File: config.mk
export PLATFORM = sky130hd
export DESIGN_NAME = fl_lfsr_frame_gen
export DESIGN_NICKNAME = d
export VERILOG_FILES = /design/src/rtl/fl_lfsr_gen_pkg.sv /design/src/rtl/lfsr_galois.sv /design/src/rtl/fl_lfsr_frame_gen.sv
export SDC_FILE = /design/constraint.sdc
export NUM_CORES = 1
export LEC_CHECK = 0
export ABC_CLOCK_PERIOD_IN_PS = 26900
export CORE_UTILIZATION = 54
export DETAILED_ROUTE_END_ITERATION = 10
export GPL_TIMING_DRIVEN = 0
export PLACE_DENSITY = 0.94
export RECOVER_POWER = 50
export SLEW_MARGIN = 20
export SYNTH_ARGS = -nofsm -noshare
export SYNTH_HDL_FRONTEND = slang
export SYNTH_SLANG_ARGS = --single-unit
File: constraint.sdc
create_clock -name CLK -period 26.9 [get_ports CLK]
set_input_delay 4.035 -clock CLK [delete_from_list [all_inputs] [get_ports CLK]]
set_output_delay 4.035 -clock CLK [all_outputs]
set_load 0.02 [all_outputs]
File: src/rtl/fl_lfsr_gen_pkg.sv
// Shared definitions for the FrameLink LFSR frame generator: LFSR taps,
// FSM state encoding and width helpers.
package fl_lfsr_gen_pkg;

    typedef enum logic [1:0] {
        ST_IDLE,
        ST_LEN,
        ST_DATA
    } state_t;

    localparam logic [63:0] TAPS16 = 64'h0000_0000_0000_B400;
    localparam logic [63:0] TAPS32 = 64'h0000_0000_8020_0003;
    localparam logic [63:0] TAPS64 = 64'hD800_0000_0000_0000;

    function automatic logic [63:0] lfsr_taps(input int unsigned width);
        case (width)
            16:      return TAPS16;
            64:      return TAPS64;
            default: return TAPS32;
        endcase
    endfunction

    // Index width for n items, never narrower than one bit.
    function automatic int unsigned clog2_min1(input int unsigned n);
        return (n <= 2) ? 1 : $clog2(n);
    endfunction

endpackage

File: src/rtl/lfsr_galois.sv
// Right-shifting Galois LFSR with seed load; an all-zero seed is replaced
// by 1 so the register never locks up.
module lfsr_galois
    import fl_lfsr_gen_pkg::*;
#(
    parameter int unsigned       WIDTH = 32,
    parameter logic [WIDTH-1:0]  TAPS  = WIDTH'(lfsr_taps(WIDTH))
) (
    input  logic             clk,
    input  logic             rst_n,
    input  logic             load,
    input  logic [WIDTH-1:0] seed,
    input  logic             step,
    output logic [WIDTH-1:0] state
);

    always_ff @(posedge clk) begin
        if (!rst_n) begin
            state <= WIDTH'(1);
        end else if (load) begin
            state <= (seed == '0) ? WIDTH'(1) : seed;
        end else if (step) begin
            state <= state[0] ? ((state >> 1) ^ TAPS) : (state >> 1);
        end
    end

endmodule

File: src/rtl/fl_lfsr_frame_gen.sv
// FrameLink pseudo-random frame source: LFSR-derived lengths and data,
// round-robin channel assignment, bounded or unbounded runs.
module fl_lfsr_frame_gen
    import fl_lfsr_gen_pkg::*;
#(
    parameter int unsigned DATA_WIDTH = 64,
    parameter int unsigned CHANNELS   = 4,
    parameter int unsigned LFSR_WIDTH = 32,
    parameter int unsigned LEN_WIDTH  = 16
) (
    input  logic                                     CLK,
    input  logic                                     RESET_N,
    input  logic                                     START,
    input  logic                                     STOP,
    input  logic [LFSR_WIDTH-1:0]                    SEED,
    input  logic [31:0]                              FRAME_COUNT,
    input  logic [LEN_WIDTH-1:0]                     LEN_MIN,
    input  logic [LEN_WIDTH-1:0]                     LEN_MAX,
    output logic [DATA_WIDTH-1:0]                    TX_DATA,
    output logic [clog2_min1(DATA_WIDTH/8)-1:0]      TX_REM,
    output logic                                     TX_SOF_N,
    output logic                                     TX_SOP_N,
    output logic                                     TX_EOF_N,
    output logic                                     TX_EOP_N,
    output logic                                     TX_SRC_RDY_N,
    input  logic                                     TX_DST_RDY_N,
    output logic [clog2_min1(CHANNELS)-1:0]          TX_CHANNEL,
    output logic                                     BUSY,
    output logic [31:0]                              SENT_CNT
);

    localparam int unsigned BYTES = DATA_WIDTH / 8;
    localparam int unsigned REM_W = clog2_min1(BYTES);
    localparam int unsigned CH_W  = clog2_min1(CHANNELS);

    state_t                 state, state_next;
    logic [LFSR_WIDTH-1:0]  lfsr;
    logic [LEN_WIDTH-1:0]   bytes_left;
    logic [LEN_WIDTH-1:0]   lo, hi, r, m, t, len;
    logic                   first, stop_pend, xfer, last, run_done;
    logic [31:0]            sent_cnt;
    logic [CH_W-1:0]        channel;

    lfsr_galois #(
        .WIDTH (LFSR_WIDTH),
        .TAPS  (LFSR_WIDTH'(lfsr_taps(LFSR_WIDTH)))
    ) u_lfsr (
        .clk   (CLK),
        .rst_n (RESET_N),
        .load  (state == ST_IDLE && START),
        .seed  (SEED),
        .step  (state == ST_LEN || xfer),
        .state (lfsr)
    );

    // Fold the masked LFSR sample back into [0, r] with one conditional subtract.
    always_comb begin
        lo = (LEN_MIN == '0) ? LEN_WIDTH'(1) : LEN_MIN;
        hi = (LEN_MAX > lo) ? LEN_MAX : lo;
        r  = hi - lo;
        m  = '0;
        for (int unsigned i = 0; i < LEN_WIDTH; i++) begin
            m[i] = |(r >> i);
        end
        t = LEN_WIDTH'(lfsr) & m;
        if (t > r) begin
            t = t - (r + LEN_WIDTH'(1));
        end
        len = lo + t;
    end

    always_comb begin
        state_next   = state;
        last         = (bytes_left <= LEN_WIDTH'(BYTES));
        xfer         = (state == ST_DATA) && !TX_DST_RDY_N;
        run_done     = stop_pend || STOP ||
                       (FRAME_COUNT != '0 && (sent_cnt + 32'd1) == FRAME_COUNT);
        TX_SRC_RDY_N = 1'b1;
        TX_SOF_N     = 1'b1;
        TX_EOF_N     = 1'b1;
        TX_REM       = '0;
        TX_DATA      = '0;
        case (state)
            ST_IDLE: if (START) state_next = ST_LEN;
            ST_LEN:  state_next = ST_DATA;
            ST_DATA: begin
                TX_SRC_RDY_N = 1'b0;
                TX_SOF_N     = !first;
                TX_EOF_N     = !last;
                TX_REM       = last ? REM_W'(bytes_left - LEN_WIDTH'(1)) : REM_W'(BYTES - 1);
                for (int unsigned i = 0; i < DATA_WIDTH; i++) begin
                    TX_DATA[i] = lfsr[i % LFSR_WIDTH];
                end
                if (xfer && last) begin
                    state_next = run_done ? ST_IDLE : ST_LEN;
                end
            end
            default: state_next = ST_IDLE;
        endcase
        TX_SOP_N = TX_SOF_N;
        TX_EOP_N = TX_EOF_N;
    end

    always_ff @(posedge CLK) begin
        if (!RESET_N) begin
            state      <= ST_IDLE;
            bytes_left <= '0;
            first      <= 1'b0;
            stop_pend  <= 1'b0;
            sent_cnt   <= '0;
            channel    <= '0;
        end else begin
            state <= state_next;
            // A STOP arriving together with START from IDLE is dropped.
            if (state == ST_IDLE || state_next == ST_IDLE) begin
                stop_pend <= 1'b0;
            end else if (STOP) begin
                stop_pend <= 1'b1;
            end
            if (state == ST_IDLE && START) begin
                sent_cnt <= '0;
            end
            if (state == ST_LEN) begin
                bytes_left <= len;
                first      <= 1'b1;
            end
            if (xfer) begin
                first <= 1'b0;
                if (last) begin
                    sent_cnt <= sent_cnt + 32'd1;
                    channel  <= (channel == CH_W'(CHANNELS - 1)) ? '0 : channel + CH_W'(1);
                end else begin
                    bytes_left <= bytes_left - LEN_WIDTH'(BYTES);
                end
            end
        end
    end

    assign BUSY       = (state != ST_IDLE);
    assign SENT_CNT   = sent_cnt;
    assign TX_CHANNEL = channel;

endmodule
After elaboration in Yosys (flattened, before gate mapping). Index checks and enable logic that the tools add are counted.

Flip-flop bits (word level): 86. Bits of input ports: 101. Output and inout port bits: 107. Word-level logic and storage cells: 85.

$add $sub $neg: 8. $lt $le $gt $ge: 3. Equality and inequality tests: 4. Muxes and demuxes: 24. Bitwise operators: 3. Reductions and logical operators: 36.

Operator list (number): $mux 32 (7); $mux 16 (6); $mux 64 (1); $add 32x1->32 const B (1); $eq 32x32->1 (1); $gt 16x16->1 (2); $logic_not 32->1 (1); $reduce_bool 32->1 (1); $sub 16x16->16 (2); $add 16x1->16 const B (1); $add 16x16->16 (1); $and 16x16->16 (1); $le 16x4->1 const B (1); $logic_not 16->1 (1); $reduce_or 16->1 (1); $sub 16x4->16 const B (1); $reduce_or 15->1 (1); $reduce_or 14->1 (1); $reduce_or 13->1 (1); $reduce_or 12->1 (1); $reduce_or 11->1 (1); $reduce_or 10->1 (1); $reduce_or 9->1 (1); $reduce_or 8->1 (1); 22 further kinds (41).

Depth between registers and ports, before layout. Gate-level depths: netlist of run 1.

Depth after elaboration: 13. Depth in mapped cells: 46.

Cells and area by module. From an unflattened synthesis of run 1, not the netlist that was laid out.

Cell total of the unflattened synthesis: 1242. Area, all modules: 9133.8 um^2.

Modules (own cells, without submodules): fl_lfsr_frame_gen (instances 1, cells an instance 1054, area an instance 7573.5 um^2, seq. area each 1081.0 um^2); lfsr_galois (instances 1, cells an instance 188, area an instance 1560.2 um^2, seq. area each 640.6 um^2).

Worst setup path before layout of run 1. No wires, ideal clock.

Kind: input-to-reg. Start point: input LEN_MIN[8]. End point: register bytes_left[15]. Library setup time: 0.070 ns. Arrival: 12.776 ns. Required time: 26.830 ns. Path slack: 14.054 ns. Stages on the path: 42. Path buffers: 2. Cells stage by stage: nor4_1 -> a41o_1 -> ha_1 -> nand2b_1 -> a21oi_1 -> or4_1 -> o311a_2 -> o21a_1 -> clkbuf_1 -> nor2_1 -> a21o_1 -> inv_1 -> fa_1 -> nor2b_1 -> o31ai_2 -> a211o_1 -> and4_1 -> a211oi_2 -> [... 6 more ...] -> a221o_1 -> o21a_1 -> o311ai_0 -> nand2b_1 -> nand3_1 -> buf_2 -> mux2_2 -> ha_1 -> a21oi_1 -> o211ai_1 -> or3_1 -> nand3_1 -> a31oi_1 -> a21o_1 -> a21oi_1 -> o21ai_0 -> xnor3_1 -> a21oi_1.

Cells in the longest elaborated chain, start to end: 13. Elaborated cells on any way between the ends: 29. Those cells by class: 4 x add/sub; 2 x order compare; 6 x mux; 1 x bitwise; 16 x reduce/logical.

RTL lines: from (decl) (line fl_lfsr_frame_gen.sv:17) `input logic [LEN_WIDTH-1:0] LEN_MIN,`; $logic_not 16->1 (line fl_lfsr_frame_gen.sv:58) `lo = (LEN_MIN == '0) ? LEN_WIDTH'(1) : LEN_MIN;`; $mux 16 * (line fl_lfsr_frame_gen.sv:58); parallel branches: the longest is 7 deep, another holds $gt 16x16->1; $add 16x16->16 * (line fl_lfsr_frame_gen.sv:69) `len = lo + t;`; $mux 16 * (line fl_lfsr_frame_gen.sv:123) `if (state == ST_LEN) begin`; $mux 16 (line fl_lfsr_frame_gen.sv:129) `if (last) begin`; $mux 16 * (line fl_lfsr_frame_gen.sv:127) `if (xfer) begin`; to (signal assigned) (line fl_lfsr_frame_gen.sv:124) `bytes_left <= len;`; to (signal assigned) (line fl_lfsr_frame_gen.sv:133) `bytes_left <= bytes_left - LEN_WIDTH'(BYTES);`; to (decl) (line fl_lfsr_frame_gen.sv:38) `logic [LEN_WIDTH-1:0] bytes_left;`.

Mark *: on every way between the ends. A chain may end at the register's enable or synchronous reset.

Worst setup path after layout of run 1.
Start point: input LEN_MIN[9]. End point: register bytes_left[15].

The elaborated chain is that of the path after synthesis.

==> flow_metrics.env, run 1 <==
export IMPL_syn_mean_instance_area_sq_um=7.43
export IMPL_firstDrtPassIters=5
export IMPL_grt_pass1_vias=9296
export IMPL_fin_worst_skew_ps=8.46
export IMPL_io_buffers=207
export IMPL_synthToLayoutAreaGrowth_pct=29.8
export IMPL_cts_root_buffer="clkbuf_16"
export IMPL_synthFlopType="dfxtp_1"
export IMPL_clk_latency_ps=350
export IMPL_cts_setup_buffers=0
export IMPL_critical_path_class="input port to flop"
export IMPL_netlist_area_sq_um=8830
export IMPL_antenna_found_initial=1
export IMPL_tns_ps=0
export IMPL_rsz0062_at_grt="false"
export IMPL_r2r_slack_ps=20570
export IMPL_hold_class="flop to flop"
export IMPL_ys_ff_latch=86
export IMPL_grt_pass1_wl_um=45400
export IMPL_async_flop_share_pct=0
export IMPL_num_rows=46
export IMPL_nets=1576
export IMPL_synth_common_cells="nor2_1 (124), a21oi_1 (91), dfxtp_1 (86)"
export IMPL_path_max_fanout=10
export IMPL_clock_fmax_mhz=65.5
export IMPL_hold_viol=0
export IMPL_whs_ps=484
export IMPL_cts_htree_levels=3
export IMPL_required_ps=27180
export IMPL_syn_inst=1188
export IMPL_initial_core_util_pct=55.4
export IMPL_worst_slew_pin_slew_ps=781
export IMPL_cts_sink_count=86
export IMPL_arrival_ps=15540
export IMPL_pin_count=208
export IMPL_yosysMostFrequentCell="nor2_1"
export IMPL_finalCriticalPeriod_ps=15270
export IMPL_worst_path_buf_inv=4
export IMPL_postRouteWirelength_um=28700
export IMPL_powerDensity_nw_per_um2=49.1
export IMPL_die_w_um=130
export IMPL_p_leak_nw=4.68
export IMPL_drt_iter0_drc=1001
export IMPL_grt_overflow=0
export IMPL_setup_violations_final=0
export IMPL_dp_hpwl_um=22500
export IMPL_slew_headroom_pct=47.9
export IMPL_slowest_delay_ps=600
export IMPL_fp_coreArea_sq_um=15900
export IMPL_cts_resized=0
export IMPL_syn_nets=1358
export IMPL_ys_warn_count=0
export IMPL_grt_max_degree=14
export IMPL_dieArea_sq_um=16900
export IMPL_holdPathEnd="TX_CHANNEL[1]"
export IMPL_worstHoldStart="TX_CHANNEL[1]"
export IMPL_routabilityCongestion=0.993
export IMPL_power_mw=0.563
export IMPL_regToRegEndpoint="bytes_left[15]"
export IMPL_yosysUniqueCellTypes=78
export IMPL_yosysSeqAreaShare_pct=19.5
export IMPL_grtUsageTotal_pct=33.8
export IMPL_drtAntennaViolNets=0
export IMPL_vias_per_cell=6.15
export IMPL_synth_edf_count=0
export IMPL_cpMostUsedCell="a21oi_1"
export IMPL_cts_tree="done"
export IMPL_cts_buffers=9
export IMPL_cts_hold_buf=0
export IMPL_worst_r2r_path_depth=22
export IMPL_holdPathStages=2
export IMPL_reg2reg_from="u_lfsr.state[1]"
export IMPL_finalMaxSlewViolations=0
export IMPL_min_period_over_period_pct=56.7
export IMPL_maxCapViolations=0
export IMPL_ir_worst_vdd_uv=27.4
export IMPL_synth_top_area_share_pct=19.5
export IMPL_multiInputGateArea_sq_um=6390
export IMPL_regArea_sq_um=1720
export IMPL_critPathTopFamily="compound AO/OA/AOI/OAI gates"
export IMPL_drive_gt1_share_pct=6.59
export IMPL_crit_slowest_cell="o311ai_0"
export IMPL_clk_path_buf_depth=2
export IMPL_synth_top_area_cell="dfxtp_1"
export IMPL_endpoint_kind="flop"
export IMPL_synthTopCellsByArea="dfxtp_1 (20%), ha_1 (9.4%), nor2_1 (5.3%)"
export IMPL_final_util_pct=71.9
export IMPL_wl_per_cell_um=17.6
export IMPL_outcome="complete, no violations"
export IMPL_critPathLaunch="LEN_MIN[9]"
export IMPL_clk_pin_slew_worst_paths_ps=60
export IMPL_die_h_um=130
export IMPL_drc=0
export IMPL_vias=10000
export IMPL_num_fill_cells=1240
export IMPL_worstSetupStartpointType="input port"
## final cells by class
type	count	area share (%)
diodes	2	0.0437
plain buffers	102	4.53
clock buffers	12	2.06
clock inverters	4	0.415
inverters	51	1.67
multi-input cells	949	55.8
flip-flops and latches	86	15.0
well taps	216	2.36
repair buffers	207	18.1
## placed cells by master, fill, tap and decap left out, types with 14 or more instances in the layout
cell type / instances
mux2_2: 20
inv_1: 50
a21o_1: 22
dfxtp_1: 86
clkbuf_1: 65
a21oi_1: 91
xor2_1: 29
nand4_1: 14
xnor2_1: 48
dlygate4sd3_1: 40
nand2b_1: 15
buf_4: 35
nor2_1: 124
nand2_1: 70
o21ai_0: 62
a31oi_1: 14
nor4_1: 24
ha_1: 66
nand3_1: 36
a22oi_1: 30
clkdlybuf4s50_1: 167
nor3_1: 28
a211oi_1: 37
and3_1: 15
and2_1: 40
nor2b_1: 14
## kinds of logic after synthesis
group / after synthesis / synth area share, %
adder cells (fa/ha/maj): 69 / 10.0
AO/OA/AOI/OAI: 335 / 24.7
AND/OR/NAND/NOR: 435 / 25.7
buffers and inverters: 153 / 8.05
multiplexers: 31 / 3.91
XOR/XNOR: 79 / 8.08
flip-flops: 86 / 19.5
## flip-flops by register name, summed over array words and instances, names as in the netlist
name	count
stop_pend	1
first	1
bytes_left	16
TX_CHANNEL	2
SENT_CNT	32
u_lfsr.state	32
state	2
## worst max-delay path by stage
stage | to | slack, ps | depth (start not counted)
2_1_floorplan | bytes_left[15] | 14050 | 42
3_3_place_gp | bytes_left[15] | 11830 | 43
3_5_place_dp | bytes_left[15] | 11570 | 43
4_1_cts | bytes_left[15] | 11900 | 43
5_1_grt | bytes_left[15] | 11030 | 44
6_report | bytes_left[15] | 11630 | 43
## tightest hold or removal path, stage by stage (launching register included)
cell and delay (ps):
dfxtp_1 320, nand2_1 60, a21oi_1 50
## stage by stage
step	setup WS, ps	std cells	instance area (sq um)
after floorplan	14050	1188	8830
after global placement	11830	1611	11200
after detailed placement	11570	1611	11200
after CTS	11900	1627	11500
after global routing	11030	1628	11500
final	11630	1629	11500
## report_power, final
group,total [mW],internal [mW],switching [mW]
Combinational,0.287,0.124,0.163
Clock,0.126,0.0719,0.0536
Sequential,0.151,0.138,0.0127
Total,0.563,0.334,0.229
## layer usage
layer / vias to the layer above / wire length (um) / GRT usage (%)
li1: 4708 / - / -
met5: - / 0 / 0
met4: 0 / 867 / 13.3
met2: 582 / 13500 / 58.4
met3: 91 / 2920 / 7.18
met1: 4634 / 11400 / 40.8
No activity file was read; power rests on OpenSTA's default activity.
==> run 2, diff against run 1 <==
ABC_CLOCK_PERIOD_IN_PS = 14300   (was 26900)
CORE_UTILIZATION = 52   (was 54)
PLACE_DENSITY = 0.91   (was 0.94)
clock period = 14.3 ns   (was 26.9 ns; I/O delays follow)
==> run 2 against run 1 <==
Net effect: clock skew is 2.2 ps higher; critical path depth rose by 1; largest power group unchanged; combinational power rose by 88%; wire length decreased by 0.21%; clock power increased by 70%; global-route usage shrank 1.2 points; via count is 0.55% lower; total power up 84%; clock-buffer cell count unchanged; flip-flop and latch count unchanged; non-clock buffer count did not move; final area shrank 0.24%.
==> flow_metrics.env, run 2 (synthesis gave the netlist of run 1 again) <==
export IMPL_outcome="complete, no violations"
export IMPL_cts_sink_count=86
export IMPL_grt_pass1_wl_um=46800
export IMPL_drt_iter0_drc=882
export IMPL_slew_headroom_pct=45.8
export IMPL_grtUsageTotal_pct=32.6
export IMPL_r2r_slack_ps=8160
export IMPL_pin_count=208
export IMPL_diodes=0
export IMPL_cts_htree_levels=3
export IMPL_die_h_um=132
export IMPL_dp_cells=1615
export IMPL_setup_violations_final=0
export IMPL_min_period_over_period_pct=92.8
export IMPL_hold_viol=0
export IMPL_nets=1576
export IMPL_p_leak_nw=4.67
export IMPL_arrival_ps=13540
export IMPL_cpMostUsedCell="a21oi_1"
export IMPL_crit_slowest_cell="o311ai_0"
export IMPL_die_w_um=132
export IMPL_powerDensity_nw_per_um2=90.8
export IMPL_final_util_pct=68.9
export IMPL_vias_per_cell=6.11
export IMPL_firstDrtPassIters=6
export IMPL_dieArea_sq_um=17500
export IMPL_initial_core_util_pct=53.2
export IMPL_finalCriticalPeriod_ps=13270
export IMPL_fp_coreArea_sq_um=16600
export IMPL_hold_class="flop to flop"
export IMPL_postRouteWirelength_um=28600
export IMPL_antenna_found_initial=0
export IMPL_critical_path_class="input port to flop"
export IMPL_synthToLayoutAreaGrowth_pct=29.5
export IMPL_vias=9960
export IMPL_dp_hpwl_um=22500
export IMPL_worstHoldStart="TX_CHANNEL[1]"
export IMPL_worst_slew_pin_slew_ps=812
export IMPL_reg2reg_from="u_lfsr.state[2]"
export IMPL_tns_ps=0
export IMPL_worstSetupStartpointType="input port"
export IMPL_num_rows=47
export IMPL_maxCapViolations=0
export IMPL_most_common_layout_cells="clkdlybuf4s50_1 (169), nor2_1 (124), a21oi_1 (91)"
export IMPL_grt_max_degree=13
export IMPL_clk_path_buf_depth=2
export IMPL_clock_fmax_mhz=75.4
export IMPL_wl_per_cell_um=17.6
export IMPL_holdPathStages=2
export IMPL_drc=0
export IMPL_rsz0062_at_grt="false"
export IMPL_grt_pass1_vias=9527
export IMPL_stdcell_area_sq_um=11400
export IMPL_slowest_delay_ps=520
export IMPL_regToRegEndpoint="bytes_left[15]"
export IMPL_worst_r2r_path_depth=23
export IMPL_clk_latency_ps=340
export IMPL_cts_setup_buffers=0
export IMPL_finalMaxSlewViolations=0
export IMPL_io_buffers=207
export IMPL_fin_worst_skew_ps=10.7
export IMPL_path_max_fanout=10
export IMPL_place_area_sq_um=11200
export IMPL_routabilityCongestion=0.999
export IMPL_cts_root_buffer="clkbuf_16"
export IMPL_power_mw=1.04
export IMPL_fin_cells=1629
export IMPL_cts_buffers=9
export IMPL_required_ps=14570
export IMPL_holdPathEnd="TX_CHANNEL[1]"
export IMPL_layout_commonest_cell="clkdlybuf4s50_1"
export IMPL_cts_tree="done"
export IMPL_drive_gt1_share_pct=6.53
export IMPL_drtAntennaViolNets=0
export IMPL_cts_hold_buf=0
export IMPL_grt_overflow=0
export IMPL_cts_resized=0
export IMPL_ir_worst_vdd_uv=77.8
export IMPL_clk_pin_slew_worst_paths_ps=60
export IMPL_endpoint_kind="flop"
-- run 2: cell types whose count changed in the layout (fill, tap and decap cells not counted), sizes merged --
| cell | previous run | this run |
|---|---|---|
| clkdlybuf4s50 | 167 | 169 |
| diode | 2 | 0 |
| dlygate4sd3 | 40 | 38 |
| bufinv | 1 | 0 |
| clkinvlp | 1 | 0 |
-- run 2: worst max-delay path by stage --
| stage | start | to |
|---|---|---|
| floorplan | LEN_MIN[8] | bytes_left[15] |
| global placement | LEN_MIN[9] | bytes_left[15] |
| detailed placement | LEN_MIN[8] | bytes_left[15] |
| CTS | LEN_MIN[8] | bytes_left[15] |
| global route | LEN_MIN[8] | bytes_left[15] |
| finish | LEN_MIN[8] | bytes_left[15] |
-- run 2: worst max-delay path: cells and delay by family --
family | cells | cell delay (ps)
adders and majority gates | 4 | 1210
muxes | 1 | 380
and+or+nand+nor | 13 | 3260
xor gates and xnor gates | 1 | 380
AOI/OAI and AO/OA | 20 | 4830
buffers and inverters | 5 | 1320
-- run 2: power by group --
group	internal, mW	leakage [nW]	switching, mW
combinational	0.234	3.84	0.307
sequential	0.259	0.703	0.0238
clock	0.120	0.128	0.0940
-- run 2: area by class of cell --
type	instances	area, sq um
Multi-Input combinational cell	949	6390
Fill cell	1385	5150
Buffer	102	519
Clock buffer	12	246
Tap cell	220	275
Sequential cell	86	1720
Timing Repair Buffer	207	2070
Inverter	51	191
Clock inverter	2	10.0
-- run 2: metrics by stage --
step	setup WS, ps	hold slack (ps)
after floorplan	3340	440
after global placement	1130	462
after detailed placement	874	478
after CTS	1190	488
after global routing	340	506
final	1030	476
-- run 2: routing by layer --
| layer | vias to the layer above | part of all wire (%) | track usage, % | wire, um |
|---|---|---|---|---|
| met5 | - | 0 | 0 | 0 |
| li1 | 4704 | - | - | - |
| met4 | 0 | 3.3 | 12.5 | 954 |
| met2 | 535 | 47 | 56.0 | 13400 |
| met3 | 81 | 8.6 | 6.27 | 2470 |
| met1 | 4640 | 41 | 40.1 | 11800 |
